===== config.mk =====
export PLATFORM = sky130hd
export DESIGN_NAME = nx_indirect_access_ram_port
export DESIGN_NICKNAME = d
export VERILOG_FILES = /design/src/rtl/nx_indirect_access_ram_port.sv
export SDC_FILE = /design/constraint.sdc
export NUM_CORES = 2
export LEC_CHECK = 0
export CELL_PAD_IN_SITES_DETAIL_PLACEMENT = 0
export CELL_PAD_IN_SITES_GLOBAL_PLACEMENT = 1
export CORE_ASPECT_RATIO = 0.75
export CORE_MARGIN = 2
export CORE_UTILIZATION = 35
export CTS_CLUSTER_DIAMETER = 150
export DETAILED_ROUTE_END_ITERATION = 16
export PLACE_DENSITY_LB_ADDON = 0.1
export SLEW_MARGIN = 0
export SYNTH_ARGS = -nofsm -noshare
export SYNTH_HDL_FRONTEND = slang
export SYNTH_SLANG_ARGS = --single-unit

===== constraint.sdc =====
create_clock -name clk -period 2.42 [get_ports clk]
set_input_delay 0.484 -clock clk [delete_from_list [all_inputs] [get_ports clk]]
set_output_delay 0.484 -clock clk [all_outputs]
set_load 0.02 [all_outputs]

===== src/rtl/nx_indirect_access_ram_port.sv =====
// Flop-array storage behind the indirect-access controller: one sw port (read/write/compare)
// arbitrated against one hw read port, with a starvation counter that lifts sw priority.
module nx_indirect_access_ram_port #(
   parameter int                     N_DATA_BITS  = 64,
   parameter int                     N_ENTRIES    = 16,
   parameter int                     N_ADDR_BITS  = 5,
   parameter int                     N_INDEX_BITS = 4,
   parameter int                     STARVE_LIMIT = 7,
   parameter logic [N_DATA_BITS-1:0] RESET_DATA   = '0
) (
   input  logic                    clk,
   input  logic                    rst_n,
   input  logic                    sw_cs,
   input  logic                    sw_ce,
   input  logic                    sw_we,
   input  logic [N_ADDR_BITS-1:0]  sw_add,
   input  logic [N_DATA_BITS-1:0]  sw_wdat,
   output logic [N_DATA_BITS-1:0]  sw_rdat,
   output logic                    sw_match,
   output logic [N_INDEX_BITS-1:0] sw_aindex,
   output logic                    grant,
   input  logic                    yield,
   input  logic                    hw_rd_en,
   input  logic [N_ADDR_BITS-1:0]  hw_addr,
   output logic [N_DATA_BITS-1:0]  hw_rdat,
   output logic                    hw_rvalid,
   output logic                    hw_stall
);

   logic [N_DATA_BITS-1:0]  mem_q [N_ENTRIES];
   logic [3:0]              starve_q, starve_d;
   logic                    sw_pri, hw_acc, wr_en, rd_en, cmp_en;
   logic [N_DATA_BITS-1:0]  sw_sel, hw_sel;
   logic [N_ENTRIES-1:0]    hit_d, hit_q;
   logic                    cmp_vld_q;
   logic                    match_d;
   logic [N_INDEX_BITS-1:0] aindex_d;
   logic [N_DATA_BITS-1:0]  sw_rdat_q, hw_rdat_q;
   logic                    sw_match_q, hw_rvalid_q;
   logic [N_INDEX_BITS-1:0] sw_aindex_q;

   always_comb begin
      sw_pri   = yield | (starve_q >= 4'(STARVE_LIMIT));
      grant    = sw_cs & (~hw_rd_en | sw_pri);
      hw_stall = hw_rd_en & sw_cs & sw_pri;
      hw_acc   = hw_rd_en & ~hw_stall;
      wr_en    = grant & sw_we;
      rd_en    = grant & ~sw_we & ~sw_ce;
      cmp_en   = grant & sw_ce & ~sw_we;
      starve_d = starve_q;
      if (!sw_cs || grant)
         starve_d = '0;
      else if (starve_q != 4'hF)
         starve_d = starve_q + 4'd1;
   end

   // Address decode by equality so out-of-range addresses naturally select zero.
   always_comb begin
      sw_sel = '0;
      hw_sel = '0;
      hit_d  = '0;
      for (int i = 0; i < N_ENTRIES; i++) begin
         if (sw_add == N_ADDR_BITS'(i))  sw_sel = mem_q[i];
         if (hw_addr == N_ADDR_BITS'(i)) hw_sel = mem_q[i];
         hit_d[i] = (mem_q[i] == sw_wdat);
      end
   end

   always_comb begin
      match_d  = |hit_q;
      aindex_d = '0;
      for (int i = N_ENTRIES - 1; i >= 0; i--)
         if (hit_q[i]) aindex_d = N_INDEX_BITS'(i);
   end

   always_ff @(posedge clk or negedge rst_n) begin
      if (!rst_n) begin
         for (int i = 0; i < N_ENTRIES; i++) mem_q[i] <= RESET_DATA;
      end else if (wr_en) begin
         for (int i = 0; i < N_ENTRIES; i++)
            if (sw_add == N_ADDR_BITS'(i)) mem_q[i] <= sw_wdat;
      end
   end

   always_ff @(posedge clk or negedge rst_n) begin
      if (!rst_n) begin
         starve_q    <= '0;
         sw_rdat_q   <= '0;
         hit_q       <= '0;
         cmp_vld_q   <= 1'b0;
         sw_match_q  <= 1'b0;
         sw_aindex_q <= '0;
         hw_rdat_q   <= '0;
         hw_rvalid_q <= 1'b0;
      end else begin
         starve_q    <= starve_d;
         cmp_vld_q   <= cmp_en;
         hw_rvalid_q <= hw_acc;
         if (rd_en)  sw_rdat_q <= sw_sel;
         if (cmp_en) hit_q     <= hit_d;
         if (cmp_vld_q) begin
            sw_match_q  <= match_d;
            sw_aindex_q <= aindex_d;
         end
         if (hw_acc) hw_rdat_q <= hw_sel;
      end
   end

   assign sw_rdat   = sw_rdat_q;
   assign sw_match  = sw_match_q;
   assign sw_aindex = sw_aindex_q;
   assign hw_rdat   = hw_rdat_q;
   assign hw_rvalid = hw_rvalid_q;

endmodule


# ---- Yosys cells after proc, flatten, opt, wreduce, memory -nomap -nowiden
# Cells that the tools add are included.
dict set report word_totals {
  ff_bits 1179
  output_inout_bits 136
}
dict set report classes {
  addsub 1
  order_cmp 1
  n_eq_ne 47
  mux 50
  bitwise_logic 15
  reduce_logical 22
}
# operator n
set ops {}
lappend ops {{$mux 64} 32}
lappend ops {{$eq 64x64->1} 16}
lappend ops {{$eq 5x4->1 const B} 16}
lappend ops {{$mux 4} 18}
lappend ops {{$eq 5x3->1 const B} 8}
lappend ops {{$reduce_and 2->1} 16}
lappend ops {{$eq 5x2->1 const B} 4}
lappend ops {{$reduce_or 16->1} 1}
lappend ops {{$eq 5x1->1 const B} 2}
lappend ops {{$logic_not 5->1} 2}
lappend ops {{$and 1x1->1} 9}
lappend ops {{$add 4x1->4 const B} 1}
lappend ops {{$ge 4x3->1 const B} 1}
lappend ops {{$ne 4x4->1 const B} 1}
lappend ops {{$not 1->1} 4}
lappend ops {{$or 1x1->1} 2}
lappend ops {{$reduce_bool 2->1} 1}
lappend ops {{$logic_not 1->1} 1}
lappend ops {{$logic_or 1x1->1} 1}

# ---- Longest topological paths before layout
dict set report depth {
  depth_word 17
  mapped_depth 10
  depth_no_buf 8
}

# ---- Least setup slack after synthesis
# OpenSTA, ideal clock, no wires.
dict set report synth_path {
  path_type {reg2reg}
  from {register starve_q[0]}
  to {register mem_q[195] in the netlist's numbering}
  setup_time_ps 125
  arrival_ps 2304
  setup_slack_ps -9
  path_stages_with_launch 9
  cell_sequence {dfrtp_1 -> ha_1 -> a211oi_4 -> a21oi_2 -> nand2_2 -> buf_6 -> nor2_2 -> buf_2 -> mux2_2}
}
dict set report synth_via {
  elab_chain_len 6
}
# element line
set synth_rtl {}
lappend synth_rtl {{from (decl)} 31} ;# logic [3:0] starve_q, starve_d;
lappend synth_rtl {{from (signal assigned)} 96} ;# starve_q <= starve_d;
lappend synth_rtl {{$ge 4x3->1} 43} ;# sw_pri = yield | (starve_q >= 4'(STARVE_LIMIT));
lappend synth_rtl {{$or 1x1->1} 43}
lappend synth_rtl {{$or 1x1->1} 44} ;# grant = sw_cs & (~hw_rd_en | sw_pri);
lappend synth_rtl {{$and 1x1->1} 44}
lappend synth_rtl {{via grant} 21} ;# output logic grant,
lappend synth_rtl {{$and 1x1->1} 47} ;# wr_en = grant & sw_we;
lappend synth_rtl {{$reduce_and 2->1 (no source line)} -}
lappend synth_rtl {{to (signal, indexed assignment)} 81} ;# if (sw_add == N_ADDR_BITS'(i)) mem_q[i] <= sw_wdat;
lappend synth_rtl {{to (decl)} 30} ;# logic [N_DATA_BITS-1:0] mem_q [N_ENTRIES];
# The timed path passes the listed nets, and every way through them passes these cells.
# A chain may end at the register's enable or synchronous reset.

# ---- Final worst setup path
dict set report layout_path {
  from {register mem_q[989] in the netlist's numbering}
  to {register hit_q[0]}
}
dict set report layout_via {
  elab_chain_len 1
}
# element line
set layout_rtl {}
lappend layout_rtl {{$eq 64x64->1} 65} ;# hit_d[i] = (mem_q[i] == sw_wdat);
lappend layout_rtl {{to (signal assigned)} 100} ;# if (cmp_en) hit_q <= hit_d;
lappend layout_rtl {{to (decl)} 34} ;# logic [N_ENTRIES-1:0] hit_d, hit_q;
# No other way between the ends.

==> impl_results.html <==
<table>
<tr><th>Metric</th><th>Value</th></tr>
<tr><th colspan="2">Detailed routing</th></tr>
<tr><td>Number of design-rule violations left by the first detailed-router iteration</td><td>15200</td></tr>
<tr><td>Vias after detailed routing</td><td>82400</td></tr>
<tr><td>Via-to-Cell Ratio</td><td>roughly 6.6</td></tr>
<tr><td>WL final</td><td>about 600000 um</td></tr>
<tr><td>Number of detailed-route iterations in the first pass</td><td>9</td></tr>
<tr><td>Total DRC errors in the routed layout</td><td>0</td></tr>
<tr><td>ANT nets after route</td><td>0</td></tr>
<tr><td>Routed wire per std cell</td><td>47.8 um</td></tr>
<tr><th colspan="2">Synth</th></tr>
<tr><td>Synth async-reset ratio</td><td>1.00</td></tr>
<tr><td>Average instance area after synthesis</td><td>about 10 um^2</td></tr>
<tr><td>Number of warnings printed during yosys synthesis</td><td>0</td></tr>
<tr><td>Number of unique standard cell types used by synthesis</td><td>between 80 and 90</td></tr>
<tr><td>Predominant post-synthesis flop cell</td><td>sky130_fd_sc_hd__dfrtp_1</td></tr>
<tr><td>EDFF count, synth</td><td>0</td></tr>
<tr><td>Top area cells in the synthesized netlist</td><td>sky130_fd_sc_hd__dfrtp_1 (40%), sky130_fd_sc_hd__mux2_2 (16%), sky130_fd_sc_hd__xnor2_1 (12%)</td></tr>
<tr><td>Proportion of synthesized chip area in sequential cells</td><td>0.403</td></tr>
<tr><td>Dominant cell type by area after synthesis</td><td>sky130_fd_sc_hd__dfrtp_1</td></tr>
<tr><td>Post-Syn Nets</td><td>a little over 7000</td></tr>
<tr><td>Flop and latch count out of synthesis</td><td>between 1000 and 1500</td></tr>
<tr><td>Cell area after synthesis</td><td>around 73000 um^2</td></tr>
<tr><td>Synth top area share</td><td>0.403</td></tr>
<tr><td>Cells after Synth</td><td>approximately 7100</td></tr>
<tr><th colspan="2">Cells and area</th></tr>
<tr><td>Commonest non-fill, non-tap cell in the layout</td><td>sky130_fd_sc_hd__buf_4</td></tr>
<tr><td>Final core area utilization</td><td>0.517</td></tr>
<tr><td>Seq. cell area</td><td>29500 um^2</td></tr>
<tr><td>Final layout net count</td><td>between 9000 and 10000</td></tr>
<tr><td>Share of final-layout standard cells stronger than drive strength 1</td><td>0.446</td></tr>
<tr><td>Post-route cell area</td><td>approximately 110000 um^2</td></tr>
<tr><td>Commonest non-fill, non-tap cells in the layout</td><td>sky130_fd_sc_hd__buf_4 (2285), sky130_fd_sc_hd__dfrtp_1 (1166), sky130_fd_sc_hd__xnor2_1 (1001), sky130_fd_sc_hd__mux2_2 (869), sky130_fd_sc_hd__a21oi_1 (419)</td></tr>
<tr><td>Area of combinational cells with multiple inputs</td><td>roughly 42000 um^2</td></tr>
<tr><td>Filler cell count in the final layout</td><td>about 19000</td></tr>
<tr><td>Synth-to-layout area growth</td><td>46.9%</td></tr>
<tr><th colspan="2">Placement</th></tr>
<tr><td>Post-Place Cell Area</td><td>slightly below 100000 um^2</td></tr>
<tr><td>Final HPWL DP</td><td>between 400000 and 500000 um</td></tr>
<tr><td>Count of buffers from port buffering</td><td>roughly 220</td></tr>
<tr><td>Final estimated routing congestion in global placement</td><td>1.15</td></tr>
<tr><td>Pre-CTS setup slack</td><td>-1.32 ns</td></tr>
<tr><th colspan="2">Setup path</th></tr>
<tr><td>Register-to-Register Setup Slack</td><td>-0.27 ns</td></tr>
<tr><td>Worst-case reg-to-reg path depth</td><td>7</td></tr>
<tr><td>Crit Reg-Reg Endpoint</td><td>hit_q[0]$_DFFE_PN0P_</td></tr>
<tr><td>Worst path arrival time</td><td>around 3.5 ns</td></tr>
<tr><td>Sort of element at the end of the critical path</td><td>register</td></tr>
<tr><td>Setup Crit Path Kind</td><td>register to register</td></tr>
<tr><td>Required arrival time at the worst endpoint</td><td>3.19 ns</td></tr>
<tr><td>Critical path launch point type</td><td>register</td></tr>
<tr><td>Source of the worst register-to-register timing path</td><td>mem_q[989]$_DFFE_PN0P_</td></tr>
<tr><td>Worst-path maximum fanout</td><td>4</td></tr>
<tr><th colspan="2">GRT</th></tr>
<tr><td>Wire length of the first global-routing pass</td><td>between 700000 and 800000 um</td></tr>
<tr><td>Global route total overflow</td><td>0</td></tr>
<tr><td>Met3 usage</td><td>0.338</td></tr>
<tr><td>Via count of the first global-routing pass</td><td>approximately 76000</td></tr>
<tr><td>Most heavily used metal layer in global routing</td><td>met1</td></tr>
<tr><td>Pin count of the biggest net entering global routing</td><td>84</td></tr>
<tr><td>M2 GR Usage</td><td>0.668</td></tr>
<tr><td>Initial antenna violation count</td><td>81</td></tr>
<tr><td>Met1 Use GR</td><td>0.703</td></tr>
<tr><td>All-Layer GR Usage</td><td>0.534</td></tr>
<tr><th colspan="2">Status</th></tr>
<tr><td>Result of the run</td><td>finished with violations</td></tr>
<tr><td>Failing checks</td><td>setup timing</td></tr>
<tr><th colspan="2">STA</th></tr>
<tr><td>Final number of hold-violating endpoints</td><td>0</td></tr>
<tr><td>Max Slew Vio Count</td><td>0</td></tr>
<tr><td>Highest clock rate</td><td>0.371 GHz</td></tr>
<tr><td>RSZ-0062 raised after global routing</td><td>yes</td></tr>
<tr><td>Clock Skews</td><td>approximately 0.044 ns</td></tr>
<tr><td>Min Tclk post-route</td><td>roughly 2.7 ns</td></tr>
<tr><td>Final period utilization</td><td>1.11</td></tr>
<tr><td>Setup violation total in the final timing report</td><td>between 700 and 800</td></tr>
<tr><td>Setup ws final</td><td>-0.273 ns</td></tr>
<tr><td>Hold slack final</td><td>approximately 0.068 ns</td></tr>
<tr><td>Slew at the pin with the worst max-slew slack</td><td>between 1 and 1.5 ns</td></tr>
<tr><td>Relative slew margins</td><td>0.315</td></tr>
<tr><td>Final-layout setup total negative slack</td><td>-87.22 ns</td></tr>
<tr><th colspan="2">Floorplanning</th></tr>
<tr><td>Die area</td><td>about 210000 um^2</td></tr>
<tr><td>Vert. Die Dim</td><td>~400 um</td></tr>
<tr><td>Width of the die</td><td>around 530 um</td></tr>
<tr><td>Number of standard-cell rows in the floorplan</td><td>145</td></tr>
<tr><td>Core Footprint</td><td>roughly 210000 um^2</td></tr>
<tr><td>Initial Util</td><td>0.352</td></tr>
<tr><td>Number of I/O pins</td><td>between 200 and 250</td></tr>
<tr><th colspan="2">Run</th></tr>
<tr><td>Max cap viols</td><td>0</td></tr>
<tr><th colspan="2">Clocking</th></tr>
<tr><td>Total clock sinks</td><td>1179</td></tr>
<tr><td>Buffers from clock root to sink, at most</td><td>4</td></tr>
<tr><td>Clk_lat worst skew</td><td>0.86 ns</td></tr>
<tr><td>Clock-pin slew of the registers on the worst-case setup and hold paths</td><td>0.06 ns</td></tr>
<tr><td>Num CTS Buffers</td><td>about 150</td></tr>
<tr><td>TritonCTS clock tree</td><td>done</td></tr>
<tr><td>H-tree Lvls</td><td>4</td></tr>
<tr><td>Buffer type at the clock tree root</td><td>sky130_fd_sc_hd__clkbuf_16</td></tr>
<tr><th colspan="2">Worst hold path</th></tr>
<tr><td>Endpoint of the worst hold path</td><td>mem_q[818]$_DFFE_PN0P_</td></tr>
<tr><td>Hold WC Path Type</td><td>primary input to register</td></tr>
<tr><td>Cell depth of the worst min-delay path</td><td>3</td></tr>
<tr><td>Hold path startpoint</td><td>sw_wdat[50]</td></tr>
<tr><th colspan="2">Pwr</th></tr>
<tr><td>Largest voltage drop on the vdd net</td><td>just over 600 uV</td></tr>
<tr><td>Power Dens Cells</td><td>691 nW/um^2</td></tr>
<tr><td>Static Leak</td><td>47.0 nW</td></tr>
</table>
## worst max-delay path by stage
stage,startpoint,endpoint,depth (start not counted)
after global routing,starve_q[1]$_DFFE_PN0P_,mem_q[801]$_DFFE_PN0P_,14
final,mem_q[989]$_DFFE_PN0P_,hit_q[0]$_DFFE_PN0P_,7
after CTS,starve_q[0]$_DFFE_PN0P_,grant,6
after detailed placement,sw_add[3],sw_rdat[43]$_DFFE_PN0P_,10
after floorplan,starve_q[0]$_DFFE_PN0P_,mem_q[195]$_DFFE_PN0P_,8
after global placement,hw_addr[4],hw_rdat[63]$_DFFE_PN0P_,11
## state kept, by name, summed over array words and instances, names as in the netlist, 4 cells and up
register   flops
mem_q       1024
hw_rdat       64
sw_rdat       64
hit_q         16
starve_q       4
sw_aindex      4
## layer usage
| metal | part of all wire | vias to the layer above | wire, um |
|---|---|---|---|
| li1 | - | 31100 | - |
| met1 | 0.39 | 42400 | 233000 |
| met2 | 0.36 | 7377 | 212000 |
| met3 | 0.19 | 1465 | 111000 |
| met4 | 0.061 | 70 | 36100 |
| met5 | 0.0018 | - | 1050 |
## synthesized netlist by cell type (all sizes together) (17+ instances only)
cell and instances:
nand4 287, o22ai 215, o21ai 348, mux2 1085
nor3 64, and3 24, clkbuf 396, dfrtp 1179
a221o 44, a221oi 80, nand3 59, a222oi 41
o31ai 20, nor2b 33, a21oi 427, o211ai 38
or3 30, a211oi 30, nand2 261, a22oi 142
buf 322, nor4 68, nor2 302, o2bb2ai 32
inv 28, nand2b 17, a2bb2oi 22, mux2i 129
xnor2 1025, o221ai 92, o22a 18, a31oi 41
## critical path, stage by stage (launching register included)
cell and delay [ns]:
sky130_fd_sc_hd__dfrtp_1 0.45, sky130_fd_sc_hd__xnor2_1 0.62, sky130_fd_sc_hd__nand4_1 0.19, sky130_fd_sc_hd__nor4_1 0.34
sky130_fd_sc_hd__buf_4 0.26, sky130_fd_sc_hd__nand4_1 0.31, sky130_fd_sc_hd__buf_4 0.29, sky130_fd_sc_hd__o21ai_0 0.15
## area by class of cell
class	count	share of cell area
antenna	24	0.000558
clock buffer	210	0.0408
clock inverter	49	0.00590
inverter	28	0.00101
multi-input combinational	5187	0.390
sequential	1179	0.274
tap	2793	0.0325
timing repair buffer	2930	0.255
## power by group
| part | switching, mW | leakage (nW) | total, mW | internal (mW) |
|---|---|---|---|---|
| registers | 3.41 | 15.7 | 25.4 | 22.0 |
| logic | 14.6 | 28.8 | 24.6 | 10.0 |
| clock network | 10.2 | 2.49 | 24.4 | 14.1 |
## logic make-up after synthesis
logic type                 Yosys count  synth area share
AOI/OAI and AO/OA                 1723             0.155
xor gates and xnor gates          1026             0.123
adders and majority gates            1          0.000171
buffers and inverters              746            0.0446
DFF                               1179             0.403
muxes                             1230             0.189
and+or+nand+nor                   1207            0.0855
## what timing repair did
action                                  4_1_cts  5_1_grt
hold buffers                                  2        0
cloned                                       21       15
endpoints found under the hold margin        25        0
buffers inserted                             42       24
gates resized for setup                     175      269
pin swaps                                    13       27
endpoints found under the setup margin     1151      951
## stage by stage
stage	instances	total power, mW
5_1_grt	12400	74.9
4_1_cts	12300	71.9
3_3_place_gp	12000	47.6
6_report	12400	74.5
3_5_place_dp	12000	47.8
2_1_floorplan	7112	32.0
(Power assumes the default switching activity.)
